### config.mk
export PLATFORM = sky130hd
export DESIGN_NAME = rc_drive_mixer
export DESIGN_NICKNAME = d
export VERILOG_FILES = /design/src/rtl/rc_drive_mixer.sv
export SDC_FILE = /design/constraint.sdc
export NUM_CORES = 1
export LEC_CHECK = 0
export CORE_ASPECT_RATIO = 1.4
export CORE_UTILIZATION = 49
export CTS_CLUSTER_DIAMETER = 150
export CTS_CLUSTER_SIZE = 40
export DETAILED_ROUTE_END_ITERATION = 12
export GPL_ROUTABILITY_DRIVEN = 0
export PLACE_DENSITY = 0.74
export RECOVER_POWER = 100
export SLEW_MARGIN = 10
export SYNTH_ARGS = -nofsm -noshare
export SYNTH_HDL_FRONTEND = slang
export SYNTH_SLANG_ARGS = --single-unit
### constraint.sdc
create_clock -name clk_255kHz -period 6.7 [get_ports clk_255kHz]
set_input_delay 1.34 -clock clk_255kHz [delete_from_list [all_inputs] [get_ports clk_255kHz]]
set_output_delay 1.34 -clock clk_255kHz [all_outputs]
set_load 0.01 [all_outputs]
### src/rtl/rc_drive_mixer.sv
// Arcade mixer for an RC ground vehicle: throttle/steer become left/right PWM widths,
// gated by an arm/failsafe state machine and a rate limiter that snaps to neutral on signal loss.
module rc_drive_mixer #(
   parameter int SLEW_DIV     = 255,
   parameter int SLEW_STEP    = 4,
   parameter int ARM_HOLD_MS  = 500,
   parameter int RECOVER_MS   = 100,
   parameter int NEUTRAL_BAND = 10
) (
   input  logic       clk_255kHz,
   input  logic       reset,
   input  logic       valid_throttle,
   input  logic [7:0] throttle,
   input  logic       valid_steer,
   input  logic [7:0] steer,
   input  logic       valid_arm,
   input  logic [7:0] arm,
   input  logic       pause,
   output logic [7:0] width_left,
   output logic [7:0] width_right,
   output logic       armed,
   output logic       failsafe,
   output logic [1:0] dbg_state
);

   typedef enum logic [1:0] {
      ST_DISARMED = 2'd0,
      ST_ARMING   = 2'd1,
      ST_ARMED    = 2'd2,
      ST_FAILSAFE = 2'd3
   } state_t;

   localparam int ARM_LIMIT = ARM_HOLD_MS * 255 - 1;
   localparam int REC_LIMIT = RECOVER_MS * 255 - 1;
   localparam int CNT_MAX   = (ARM_LIMIT > REC_LIMIT) ? ARM_LIMIT : REC_LIMIT;
   localparam int CNT_W     = $clog2(CNT_MAX + 1);
   localparam int PRE_W     = $clog2(SLEW_DIV);

   localparam logic [CNT_W-1:0]  ARM_END = CNT_W'(ARM_LIMIT);
   localparam logic [CNT_W-1:0]  REC_END = CNT_W'(REC_LIMIT);
   localparam logic [PRE_W-1:0]  PRE_END = PRE_W'(SLEW_DIV - 1);
   localparam logic signed [9:0] STEP    = 10'(SLEW_STEP);
   localparam logic signed [9:0] BAND    = 10'(NEUTRAL_BAND);
   localparam logic signed [9:0] MID     = 10'sd127;

   state_t             r_state;
   state_t             w_state_nxt;
   logic [CNT_W-1:0]   r_cnt;
   logic [CNT_W-1:0]   w_cnt_nxt;
   logic [PRE_W-1:0]   r_pre;
   logic [7:0]         r_width_l;
   logic [7:0]         r_width_r;

   logic               w_all_valid;
   logic               w_arm_on;
   logic               w_arm_off;
   logic               w_neutral;
   logic               w_arm_cond;
   logic               w_fs_entry;
   logic               w_slew_tick;
   logic signed [9:0]  w_thr_s;
   logic signed [9:0]  w_str_s;
   logic signed [9:0]  w_thr_dev;
   logic [7:0]         w_tgt_l;
   logic [7:0]         w_tgt_r;

   function automatic logic [7:0] clamp8(input logic signed [9:0] v);
      logic [7:0] res;
      if (v < 10'sd0)        res = 8'd0;
      else if (v > 10'sd255) res = 8'd255;
      else                   res = v[7:0];
      return res;
   endfunction

   // Moves at most SLEW_STEP toward the target; the step is only taken when the gap
   // exceeds it, so the result can never wrap past 0 or 255.
   function automatic logic [7:0] slew8(input logic [7:0] cur, input logic [7:0] tgt);
      logic signed [9:0] d;
      logic [7:0]        res;
      d = signed'({2'b00, tgt}) - signed'({2'b00, cur});
      if (d <= STEP && d >= -STEP) res = tgt;
      else if (d > 10'sd0)         res = cur + 8'(SLEW_STEP);
      else                         res = cur - 8'(SLEW_STEP);
      return res;
   endfunction

   assign w_all_valid = valid_throttle & valid_steer & valid_arm;
   assign w_arm_on    = (arm >= 8'd192);
   assign w_arm_off   = (arm < 8'd64);
   assign w_thr_s     = signed'({2'b00, throttle});
   assign w_str_s     = signed'({2'b00, steer});
   assign w_thr_dev   = w_thr_s - MID;
   assign w_neutral   = (w_thr_dev <= BAND) && (w_thr_dev >= -BAND);
   assign w_arm_cond  = w_all_valid & w_arm_on & w_neutral;

   assign w_tgt_l = (r_state == ST_ARMED && !pause) ? clamp8(w_thr_s + w_str_s - MID) : 8'd127;
   assign w_tgt_r = (r_state == ST_ARMED && !pause) ? clamp8(w_thr_s - w_str_s + MID) : 8'd127;

   always_comb begin
      w_state_nxt = r_state;
      w_cnt_nxt   = r_cnt;
      case (r_state)
         ST_DISARMED: begin
            w_cnt_nxt = '0;
            if (w_arm_cond) w_state_nxt = ST_ARMING;
         end
         ST_ARMING: begin
            if (!w_arm_cond) begin
               w_state_nxt = ST_DISARMED;
               w_cnt_nxt   = '0;
            end else if (r_cnt == ARM_END) begin
               w_state_nxt = ST_ARMED;
               w_cnt_nxt   = '0;
            end else begin
               w_cnt_nxt = r_cnt + CNT_W'(1);
            end
         end
         ST_ARMED: begin
            w_cnt_nxt = '0;
            if (!w_all_valid)   w_state_nxt = ST_FAILSAFE;
            else if (w_arm_off) w_state_nxt = ST_DISARMED;
         end
         ST_FAILSAFE: begin
            if (!w_all_valid) begin
               w_cnt_nxt = '0;
            end else if (r_cnt == REC_END) begin
               w_state_nxt = ST_DISARMED;
               w_cnt_nxt   = '0;
            end else begin
               w_cnt_nxt = r_cnt + CNT_W'(1);
            end
         end
         default: begin
            w_state_nxt = ST_DISARMED;
            w_cnt_nxt   = '0;
         end
      endcase
   end

   always_ff @(posedge clk_255kHz or posedge reset) begin
      if (reset) begin
         r_state <= ST_DISARMED;
         r_cnt   <= '0;
      end else begin
         r_state <= w_state_nxt;
         r_cnt   <= w_cnt_nxt;
      end
   end

   assign w_fs_entry  = (w_state_nxt == ST_FAILSAFE) && (r_state != ST_FAILSAFE);
   assign w_slew_tick = (r_pre == PRE_END);

   // Failsafe entry bypasses the limiter so the motors stop on the same edge.
   always_ff @(posedge clk_255kHz or posedge reset) begin
      if (reset) begin
         r_pre     <= '0;
         r_width_l <= 8'd127;
         r_width_r <= 8'd127;
      end else begin
         r_pre <= w_slew_tick ? '0 : r_pre + PRE_W'(1);
         if (w_fs_entry) begin
            r_width_l <= 8'd127;
            r_width_r <= 8'd127;
         end else if (w_slew_tick) begin
            r_width_l <= slew8(r_width_l, w_tgt_l);
            r_width_r <= slew8(r_width_r, w_tgt_r);
         end
      end
   end

   assign width_left  = r_width_l;
   assign width_right = r_width_r;
   assign armed       = (r_state == ST_ARMED);
   assign failsafe    = (r_state == ST_FAILSAFE);
   assign dbg_state   = r_state;

endmodule

==> impl_metrics.json, run 1 <==
{
  "status": "finished with violations",
  "violations": "max-capacitance violations, max-slew violations",
  "final_nets": 866,
  "slew_headroom": -0.5423,
  "rrSetupSlack_ns": 1.80,
  "critical_path.max_stage_delay_ns": 0.47,
  "synthTopCellsByArea": "dfrtp_1 15%, ha_1 15%, dfstp_2 7.8%, nor2_1 5.4%, xnor2_1 5.2%",
  "n_fill_cell": 584,
  "synth_nets": 675,
  "holdBufCountCts": 0,
  "path_class": "input port to flip-flop",
  "clkSinkCount": 43,
  "synth_area_per_cell_um2": 8.023,
  "num_rows": 41,
  "finalWirelength_mm": 15.48,
  "drc": 0,
  "crit_fanout": 3,
  "cap_violations": 1,
  "worstSkewPairLatency_ns": 0.28,
  "worst-slew-pin-transition_ns": 2.313,
  "p_sw_mw": 0.9331,
  "async_flop_share": 1.000,
  "setup_ws_ns": 0.07949,
  "rr_worst_depth": 21,
  "power_per_cell_area_nw_per_um2": 319.5,
  "tns_ns": 0,
  "drt_first_pass_iters": 7,
  "numCtsBuffers": 5,
  "skew_ns": 0.007157,
  "cp_num_buf_inv": 5,
  "finalHoldViolCount": 0,
  "area_delta_synth_final_pct": 49.80,
  "r2r-end": "width_left[7]",
  "drv_slew": 44,
  "path_depth": 27,
  "grt_max_degree": 44,
  "coreArea_um2": 9131,
  "leakage_nw": 3.152,
  "synthCells": 585,
  "h-tree-depth": 2,
  "timing.fmax_mhz": 151.0,
  "cp-end-kind": "flip-flop",
  "path_clk_slew_ns": 0.07,
  "met2_usage": 0.5361,
  "power_frac_seq": 0.126,
  "drt_iter0_markers": 322,
  "grt_pass1_wl_mm": 23.43,
  "grtUsageTotal": 0.2858,
  "swShare": 0.4154,
  "dpl.hpwl_mm": 10.05,
  "drtAntennaViolNets": 0,
  "via_count": 5325,
  "antenna_cells": 0,
  "start_kind": "input port",
  "p_comb_frac": 0.768,
  "port_buffers": 43,
  "synth_area_leader_cell": "dfrtp_1",
  "clkPwrFrac": 0.106,
  "cp_common_cell": "a21o_1",
  "startpoint": "throttle[7]",
  "drive_gt1_frac": 0.3398,
  "viasPerCell": 6.024,
  "place_ws_ns": -0.6770,
  "drt-wirelength-per-cell_um": 17.51,
  "cp.arrival_ns": 6.80,
  "io_pins": 50,
  "cts_buffer_depth": 2,
  "min_period_ns": 6.621,
  "yosysSeqAreaShare": 0.2330,
  "endpoint": "width_left[7]",
  "intPower_mw": 1.313,
  "grt_most_used_layer": "met2",
  "ys_ff_latch": 43,
  "hold_path.class": "flip-flop to flip-flop",
  "yosysWarnings": 0,
  "synthDistinctLibCells": 67,
  "grt_overflow": 0,
  "holdPathStages": 1,
  "die_area_um2": 9979,
  "cts-root-buf": "clkbuf_16",
  "met1_usage": 0.3160,
  "finish.utilization": 0.7699,
  "die_x_um": 84.72,
  "cts_tree": "built",
  "cp_data_required_time_ns": 6.87,
  "hp-start": "r_cnt[0]",
  "synth_most_common_cell": "nor2_1",
  "met3_usage": 0.04348,
  "grt_pass1_vias": 5291,
  "setup_viol": 0,
  "synth_top_area_frac": 0.1546,
  "die_y_um": 117.8,
  "ys_top_cells_by_count": "68 x nor2_1, 57 x inv_1, 55 x ha_1, 37 x nand2_1, 35 x o21ai_0",
  "initial_core_util": 0.5140,
  "synthFlopType": "dfrtp_1",
  "netlist_area_um2": 4693,
  "crit_family": "compound AO/OA/AOI/OAI gates",
  "synth_edf_count": 0,
  "critPathSlowestCell": "clkdlybuf4s50_1",
  "antenna_found_initial": 0,
  "regToRegStartpoint": "dbg_state[0]",
  "finalCritPeriodShare": 0.9881,
  "peakVddDrop_mv": 0.1728
}
-- through the flow --
step,cells,power (mW),hold WS [ns],cell area [um^2]
floorplan,585,1.076,0.4473,4720
global route,884,2.390,0.5449,7030
global placement,856,1.583,0.4789,6212
detailed placement,856,1.627,0.5023,6212
finish,884,2.246,0.5141,7030
CTS,877,2.013,0.5108,6711
-- sequential cells by signal (all words and copies together) (netlist names) --
| register | count |
|---|---|
| width_right | 8 |
| r_pre | 8 |
| r_cnt | 17 |
| dbg_state | 2 |
| width_left | 8 |
-- power groups by stage --
| stage | clock network [mW] | registers, mW | logic, mW |
|---|---|---|---|
| 6_report | 0.238 | 0.282 | 1.73 |
| 5_1_grt | 0.253 | 0.284 | 1.85 |
| 4_1_cts | 0.240 | 0.282 | 1.49 |
| 3_5_place_dp | 0 | 0.287 | 1.34 |
| 3_3_place_gp | 0 | 0.286 | 1.30 |
| 2_1_floorplan | 0 | 0.286 | 0.790 |
-- layout make-up --
type | count | area (um^2) | share of cell area
Clock inverter | 2 | 12.51 | 0.001780
Clock buffer | 6 | 128.9 | 0.01833
Sequential cell | 43 | 1094 | 0.1555
Multi-Input combinational cell | 479 | 3931 | 0.5592
Inverter | 57 | 214.0 | 0.03043
Timing Repair Buffer | 190 | 1516 | 0.2157
Tap cell | 107 | 133.9 | 0.01904
-- cell usage in the layout, fill, tap and decap left out, types with 8 or more instances in the layout --
cell type	synthesis	layout
nand4_1	9	9
nor2_1	68	66
a31oi_1	11	9
dlygate4sd3_1	0	21
a21o_1	12	12
inv_1	57	47
dfrtp_1	29	29
o21ai_0	35	25
dfstp_2	14	14
o21a_1	9	9
clkdlybuf4s50_1	0	10
buf_4	0	140
xnor2_1	28	24
nand2_1	37	35
ha_1	55	33
a21oi_1	25	19
xor2_1	25	25
nor3_1	21	18
and2_1	8	8
nor2b_1	10	8
nand3_1	21	21
ha_4	0	18
inv_2	0	10
-- cell families after synthesis --
| group | count (synthesis) | synth area share |
|---|---|---|
| xor+xnor | 53 | 0.09891 |
| mux | 3 | 0.006665 |
| buf+inv | 63 | 0.05092 |
| flops | 43 | 0.2330 |
| fa+ha+maj | 60 | 0.1680 |
| compound gates | 145 | 0.2095 |
| simple gates | 218 | 0.2330 |
-- worst min path at each step --
stage | to | slack [ns]
2_1_floorplan | r_cnt[0] | 0.45
3_3_place_gp | r_cnt[0] | 0.48
3_5_place_dp | r_cnt[0] | 0.50
4_1_cts | r_cnt[0] | 0.51
5_1_grt | width_right[6] | 0.54
6_report | r_cnt[0] | 0.51
-- routing by layer --
layer | vias to the layer above | share of wire
met2 | 218 | 0.52
met4 | 0 | 0.043
met1 | 2575 | 0.39
met3 | 66 | 0.046
met5 | - | 0
li1 | 2466 | -
-- repair_timing --
item	4_1_cts	5_1_grt
endpoints found under the setup margin	5	7
setup buffers	13	7
resized for setup	61	64
pin swaps	28	38
(Power assumes the default switching activity.)
==> run 2: changes to the inputs <==
CTS_BUF_LIST = sky130_fd_sc_hd__clkbuf_4 sky130_fd_sc_hd__clkbuf_8   (was not set)
==> run 2 against run 1 <==
Effect of this change:
- the flow still finishes with violations (max-capacitance violations, max-slew violations)
- total power is 2.6% lower
- clock-buffer cell count is the same
- sequential power hardly changed
- die area stayed put
- first-iteration DRC count grew 32%
- global-route usage is 0.29 points lower
- critical endpoint is now width_right[7]
- largest power group unchanged
- non-clock buffer count did not move
- sequential share of layout area hardly changed
- maximum frequency shrank 0.27%
- utilization grew 0.18 points
- final cell count stayed put
- routed wire length rose by 0.88%
==> impl_metrics.json, run 2 (synthesized netlist as in run 1, its figures left out) <==
{
  "status": "finished with violations",
  "violations": "max-capacitance violations, max-slew violations",
  "coreArea_um2": 9131,
  "drt-wirelength-per-cell_um": 17.66,
  "final_cell_area_um2": 7047,
  "setup_viol": 0,
  "critPathSlowestCell": "a2111o_1",
  "grtUsageTotal": 0.2829,
  "setup_ws_ns": 0.06166,
  "rr_worst_depth": 24,
  "dpl.hpwl_mm": 10.05,
  "grt_pass1_vias": 5229,
  "cp-end-kind": "flip-flop",
  "cp_num_buf_inv": 5,
  "drc": 0,
  "place_inst": 856,
  "num_rows": 41,
  "cp.arrival_ns": 6.81,
  "worstSkewPairLatency_ns": 0.30,
  "antenna_cells": 0,
  "port_buffers": 43,
  "crit_family": "compound AO/OA/AOI/OAI gates",
  "tns_ns": 0,
  "initial_core_util": 0.5140,
  "stdcell_count": 884,
  "hp-start": "r_cnt[0]",
  "grt_overflow": 0,
  "finalCritPeriodShare": 0.9908,
  "place_ws_ns": -0.6770,
  "critical_path.max_stage_delay_ns": 0.45,
  "die_x_um": 84.72,
  "layout_common_cells": "140 x buf_4, 66 x nor2_1, 47 x inv_1",
  "die_area_um2": 9979,
  "clkSinkCount": 43,
  "drt_first_pass_iters": 6,
  "crit_fanout": 6,
  "peakVddDrop_mv": 0.1790,
  "holdPathStages": 1,
  "antenna_found_initial": 0,
  "holdBufCountCts": 0,
  "path_depth": 27,
  "grt_pass1_wl_mm": 23.27,
  "finalWirelength_mm": 15.61,
  "top_register": "r_cnt",
  "power_mw": 2.187,
  "placed_cell_area_um2": 6212,
  "worst-slew-pin-transition_ns": 2.302,
  "drive_gt1_frac": 0.3385,
  "path_clk_slew_ns": 0.08,
  "startpoint": "throttle[2]",
  "largest_reg_flops": 17,
  "drtAntennaViolNets": 0,
  "cp_data_required_time_ns": 6.87,
  "h-tree-depth": 2,
  "holdWs_ns": 0.5095,
  "cts-root-buf": "clkbuf_8",
  "start_kind": "input port",
  "slew_headroom": -0.5347,
  "grt_max_degree": 44,
  "leakage_nw": 3.174,
  "drv_slew": 44,
  "viasPerCell": 6.029,
  "cts_buffer_depth": 2,
  "skew_ns": 0.009656,
  "hold_path.class": "flip-flop to flip-flop",
  "numCtsBuffers": 5,
  "finalHoldViolCount": 0,
  "io_pins": 50,
  "drt_iter0_markers": 425,
  "cts_tree": "built",
  "regToRegStartpoint": "dbg_state[0]",
  "area_delta_synth_final_pct": 50.15,
  "min_period_ns": 6.638,
  "final_common_cell": "buf_4",
  "via_count": 5330,
  "final_nets": 866,
  "die_y_um": 117.8,
  "finish.utilization": 0.7717,
  "cap_violations": 1,
  "path_class": "input port to flip-flop",
  "power_per_cell_area_nw_per_um2": 310.4,
  "timing.fmax_mhz": 150.6
}
run 2: area by class of cell:
type                       instances  area (um^2)
clock buffer                       6        76.32
clock inverter                     2        12.51
fill                             572         2085
inverter                          57        214.0
multi-input combinational        479         3964
sequential                        43         1094
tap                              107        133.9
timing repair buffer             190         1553
run 2: path summary, 6_finish.rpt:
path / end / slack [ns]
min: r_cnt[0] / 0.51
min in group asynchronous: r_cnt[8] / 2.35
max reg2reg: width_right[7] / 1.74
max in group asynchronous: width_right[7] / 3.04
max: width_right[7] / 0.06
min reg2reg: r_cnt[0] / 0.51
run 2: timing repair:
action | 4_1_cts | 5_1_grt
pin swaps | 26 | 38
buffers inserted | 12 | 8
gates resized for setup | 53 | 72
endpoints found under the setup margin | 5 | 8
endpoints found under the hold margin | 0 | 0
run 2: where the power goes:
group / switching (mW) / internal, mW
clock network: 0.0940 / 0.0771
registers: 0.0135 / 0.268
logic: 0.819 / 0.916
total: 0.926 / 1.26
run 2: metal layers:
metal  wire [um]  GRT usage  vias up
met5           0          0        -
met4         639    0.09004        0
met1        6043     0.3206     2558
met3         625    0.03366       75
met2        8304     0.5396      224
li1            -          -     2473
==> variant 1, RTL diff (flow settings as in run 2) <==
Reset style: synchronous (`reset`), changed in 2 clocked blocks.
--- a/src/rtl/rc_drive_mixer.sv
+++ b/src/rtl/rc_drive_mixer.sv
@@ -139,3 +139,3 @@
 
-   always_ff @(posedge clk_255kHz or posedge reset) begin
+   always_ff @(posedge clk_255kHz) begin
       if (reset) begin
@@ -153,3 +153,3 @@
    // Failsafe entry bypasses the limiter so the motors stop on the same edge.
-   always_ff @(posedge clk_255kHz or posedge reset) begin
+   always_ff @(posedge clk_255kHz) begin
       if (reset) begin
Check against the original RTL: differs if reset is asserted again (counterexample within 4 cycles, from zero or initial values and one cycle with reset high); with reset held inactive, the same outputs for 10 cycles.
==> variant 1 against run 2 <==
Worst setup slack improved by 0.18 ns. Count of clock-buffer cells in the layout stayed put. Synthesized cell count up 0.51%. The flow finishes with violations (DRC). Routed wire length decreased by 18%. Synthesized area fell by 0.24%. Sequential cell count unchanged. Critical path type unchanged. Final area decreased by 11%. Critical endpoint is now width_left[7]. First-iteration DRC count is 63% lower.
Power is not compared: it rests on default switching activity, and its combinational part moved more than twofold at a synthesized area within 25%.
==> variant 1: results <==
metrics = {
    "run_status": {
        "status": "finished with violations",
        "violations": "DRC",
    },
    "global_route": {
        "grt_pass1_vias": 4953,
        "antenna_found_initial": 0,
        "grt_first_pass_wirelength_mm": 21.2,
        "grt_use_total": 0.256,
        "grt_max_degree": 18,
    },
    "detailed_routing": {
        "drt_first_pass_iters": 11,
        "drt_iter0_drc": 159,
        "wl_per_cell_microns": 15.1,
        "drc": 2,
        "vias_per_cell": 5.80,
    },
    "clock_tree": {
        "cts_made_buffers": 5,
        "path_clk_slew_ns": 0.09,
        "cts_max_path_buffers": 2,
        "cts_root_buf": "clkbuf_8",
        "insertion_delay_ns": 0.31,
        "cts-htree-levels": 2,
    },
    "cells_and_area": {
        "largest_register": "r_cnt",
        "largest_reg_flops": 17,
        "fin_nets": 830,
        "fin_cells": 848,
        "drive_above_1_share": 0.240,
        "n_antenna_cell": 0,
    },
    "synthesis": {
        "syn-num-nets": 678,
        "ys_top_cells_by_count": "nor2_1 (60), ha_1 (55), inv_1 (49)",
        "yosysUniqueCellTypes": 79,
        "synth_area_leaders": "dfxtp_1 (18%), ha_1 (15%), xnor2_1 (5.6%), nor2_1 (4.8%), inv_1 (3.9%)",
        "syn-instance-count": 588,
        "synthArstFlopShare": 0,
        "synth_seq_area_share": 0.184,
        "yosysWarnings": 0,
        "synthFlopType": "dfxtp_1",
    },
    "sta": {
        "setup_violations": 0,
        "slew_headroom": 0.254,
        "skew_ns": 0.0257,
    },
    "placement": {
        "dp_slack_ns": -0.685,
        "dp_cells": 828,
        "dp_hpwl_mm": 10.2,
        "port-buffer-count": 43,
    },
    "pwr": {
        "power.static_leakage_nw": 2.77,
        "max-vdd-ir-drop_mv": 0.129,
    },
    "worst_setup_path": {
        "cp_max_fo": 4,
        "slowest_stage": "or4_4",
        "critPathArrivalTime_ns": 6.64,
        "critPathMaxStageDelay_ns": 0.51,
    },
    "hold_path": {
        "hold_path.class": "flop to flop",
    },
}
variant 1: cell count changes after synthesis, sizes merged, moves of 9 or more:
cell | before | now
dfrtp | 29 | 0
dfxtp | 0 | 43
dfstp | 14 | 0
a21oi | 26 | 35
nand2 | 37 | 25
variant 1: logic make-up after synthesis:
group	Yosys count	share of synthesized area
AO/OA/AOI/OAI	159	0.252
AND/OR/NAND/NOR	203	0.229
flip-flops	43	0.184
adder cells (fa/ha/maj)	60	0.168
multiplexers	8	0.0174
XOR/XNOR	50	0.0935
buffers and inverters	65	0.0559
variant 1: area by class of cell:
type	count	area, sq um
fillers	754	2830
clock buffers	6	82.6
inverters	50	188
flip-flops and latches	43	861
multi-input cells	480	3700
well taps	107	134
clock inverters	2	13.8
repair buffers	160	1320
variant 1: per-stage QoR:
stage	setup TNS, ns	instance area (sq um)	total power [mW]
after floorplan	0	4690	0.394
after global placement	-0.902	5970	0.481
after detailed placement	-1.52	5970	0.490
after CTS	0	6190	0.679
after global routing	-0.0550	6300	0.719
final	0	6300	0.684
variant 1: what timing repair did:
item	4_1_cts	5_1_grt
gates resized for setup	15	24
pin swaps	17	30
endpoints found under the setup margin	2	6
hold buffers	0	0
buffers inserted	10	2
variant 1: path summary, 6_finish.rpt:
| check | from | end | slack, ns | cells after the start |
|---|---|---|---|---|
| setup / recovery | throttle[2] | width_left[7] | 0.24 | 29 |
| hold / removal | r_cnt[0] | r_cnt[0] | 0.48 | 1 |
| setup reg to reg | dbg_state[1] | width_left[7] | 1.84 | 23 |
| hold reg to reg | r_cnt[0] | r_cnt[0] | 0.48 | 1 |
variant 1: worst max-delay path: cells and delay by family:
| family | cells | cell delay, ns |
|---|---|---|
| fa+ha+maj | 5 | 1.39 |
| simple gates | 3 | 0.70 |
| compound gates | 16 | 2.55 |
| xor+xnor | 1 | 0.08 |
| buf+inv | 4 | 0.58 |
variant 1: where the power goes:
part	internal, mW	switching [mW]	leakage, nW
sequential	0.257	0.00155	0.347
combinational	0.122	0.120	2.37
clock	0.0845	0.0985	0.0516
total	0.464	0.220	2.77
variant 1: per-layer routing:
layer | vias up | global-route usage | part of all wire
met2 | 114 | 0.490 | 0.53
met4 | 0 | 0.124 | 0.046
met5 | - | 0 | 0
li1 | 2437 | - | -
met1 | 2321 | 0.270 | 0.40
met3 | 47 | 0.0337 | 0.028
==> variant 2, RTL diff (settings of run 2) <==
Without the edit above. Set the parameter `ARM_HOLD_MS` to 2000 (it was 500).
--- a/src/rtl/rc_drive_mixer.sv
+++ b/src/rtl/rc_drive_mixer.sv
@@ -5,3 +5,3 @@
    parameter int SLEW_STEP    = 4,
-   parameter int ARM_HOLD_MS  = 500,
+   parameter int ARM_HOLD_MS  = 2000,
    parameter int RECOVER_MS   = 100,
Behaviour: no difference found for any inputs over 10 cycles, from zero or initial values and one cycle with reset high; that may be too few to reach the edited logic, so the function may still have changed.
==> variant 2 against run 2 <==
The flow still finishes with violations (capacitance limit, slew limit). Synthesized area grew 5.5%. Worst hold slack lost 0.033 ns. Sequential cell count grew 2. Critical endpoint unchanged. Largest cell class unchanged. Worst setup slack gained 0.22 ns. Final area grew 1.6%. Power grew 49%. Sequential share of layout area grew 0.45 points. Routed wire length shrank 6.8%.
==> variant 2: results <==
metrics = {
    "run_status": {
        "status": "finished with violations",
        "violations": "capacitance limit, slew limit",
    },
    "global_route": {
        "grt_first_pass_wirelength_mm": 22.9,
        "grt_pass1_vias": 5288,
        "grt_use_total": 0.271,
    },
    "placement": {
        "dp_hpwl_mm": 10.7,
        "dp_slack_ns": -0.601,
        "dp_cells": 902,
        "place_area_sq_um": 6530,
    },
    "hold_path": {
        "min_path_cells": 1,
    },
    "synthesis": {
        "yosysUniqueCellTypes": 75,
        "syn-num-nets": 689,
        "syn-instance-count": 599,
        "ys_top_cells_by_count": "nor2_1 (66), ha_1 (55), inv_1 (54)",
        "synth_seq_area_share": 0.231,
        "yosysWarnings": 0,
        "ys_ff_latch": 45,
        "synth_area_leaders": "dfrtp_1 (16%), ha_1 (14%), dfstp_2 (7.4%), xnor2_1 (5.5%), nor2_1 (5.0%)",
    },
    "sta": {
        "whs_ns": 0.476,
        "skew_ns": 0.00693,
        "fin_crit_ns": 6.42,
        "slew_headroom": -0.588,
        "slew_violations": 46,
    },
    "cells_and_area": {
        "drive_above_1_share": 0.324,
        "fin_nets": 879,
        "final_area_sq_um": 7160,
        "nNonClkBuffers": 197,
        "nonClockInverterCount": 54,
        "layout.nonclk_buf_frac": 0.223,
        "multi_input_cells": 486,
        "seq_share": 0.160,
        "fillers": 721,
        "clkCellAreaFrac": 0.0161,
    },
    "pwr": {
        "max-vdd-ir-drop_mv": 0.710,
        "power.static_leakage_nw": 3.26,
    },
    "detailed_routing": {
        "vias_per_cell": 5.68,
        "drt_iter0_drc": 246,
        "drt_first_pass_iters": 5,
        "wl_per_cell_microns": 15.7,
        "wirelength_mm": 14.5,
    },
    "clock_tree": {
        "post-cts-setup-buffers": 4,
        "cts-htree-levels": 2,
        "cts_resized": 26,
    },
    "worst_setup_path": {
        "critPathMaxStageDelay_ns": 0.48,
        "r2r_start": "dbg_state[1]",
        "critPathArrivalTime_ns": 6.60,
        "r2r_slack_ns": 1.87,
        "startpoint": "steer[5]",
        "cp_max_fo": 7,
        "worst-r2r-cell-count": 23,
        "slowest_stage": "clkdlybuf4s50_1",
    },
    "die": {
        "die_w_microns": 87.0,
    },
    "flow_run": {
        "maxCapViolCount": 1,
    },
}
variant 2: changes by cell type after synthesis, moves of 4 or more:
cell / delta
o32a_1: +4
o211ai_1: -4
or3_1: +6
nand2b_1: +5
clkbuf_1: +5
a21oi_1: +7
o21a_1: +4
nand4_1: -4
nor3_1: -10
a31oi_1: -5
variant 2: cell families after synthesis:
group,after synthesis,synth area share
simple gates,202,0.204
compound gates,165,0.247
buf+inv,68,0.0533
fa+ha+maj,60,0.159
xor+xnor,55,0.0973
flops,45,0.231
mux,4,0.00809
variant 2: per-layer routing:
layer,vias up,part of all wire,global-route usage
met5,-,0,0
met4,0,0.044,0.148
met3,58,0.035,0.0252
met2,149,0.54,0.498
met1,2523,0.38,0.301
li1,2521,-,-
variant 2: power breakdown:
| part | switching, mW | leakage [nW] | internal (mW) |
|---|---|---|---|
| combinational | 1.27 | 2.65 | 1.43 |
| clock | 0.0933 | 0.0588 | 0.116 |
| sequential | 0.0392 | 0.552 | 0.318 |
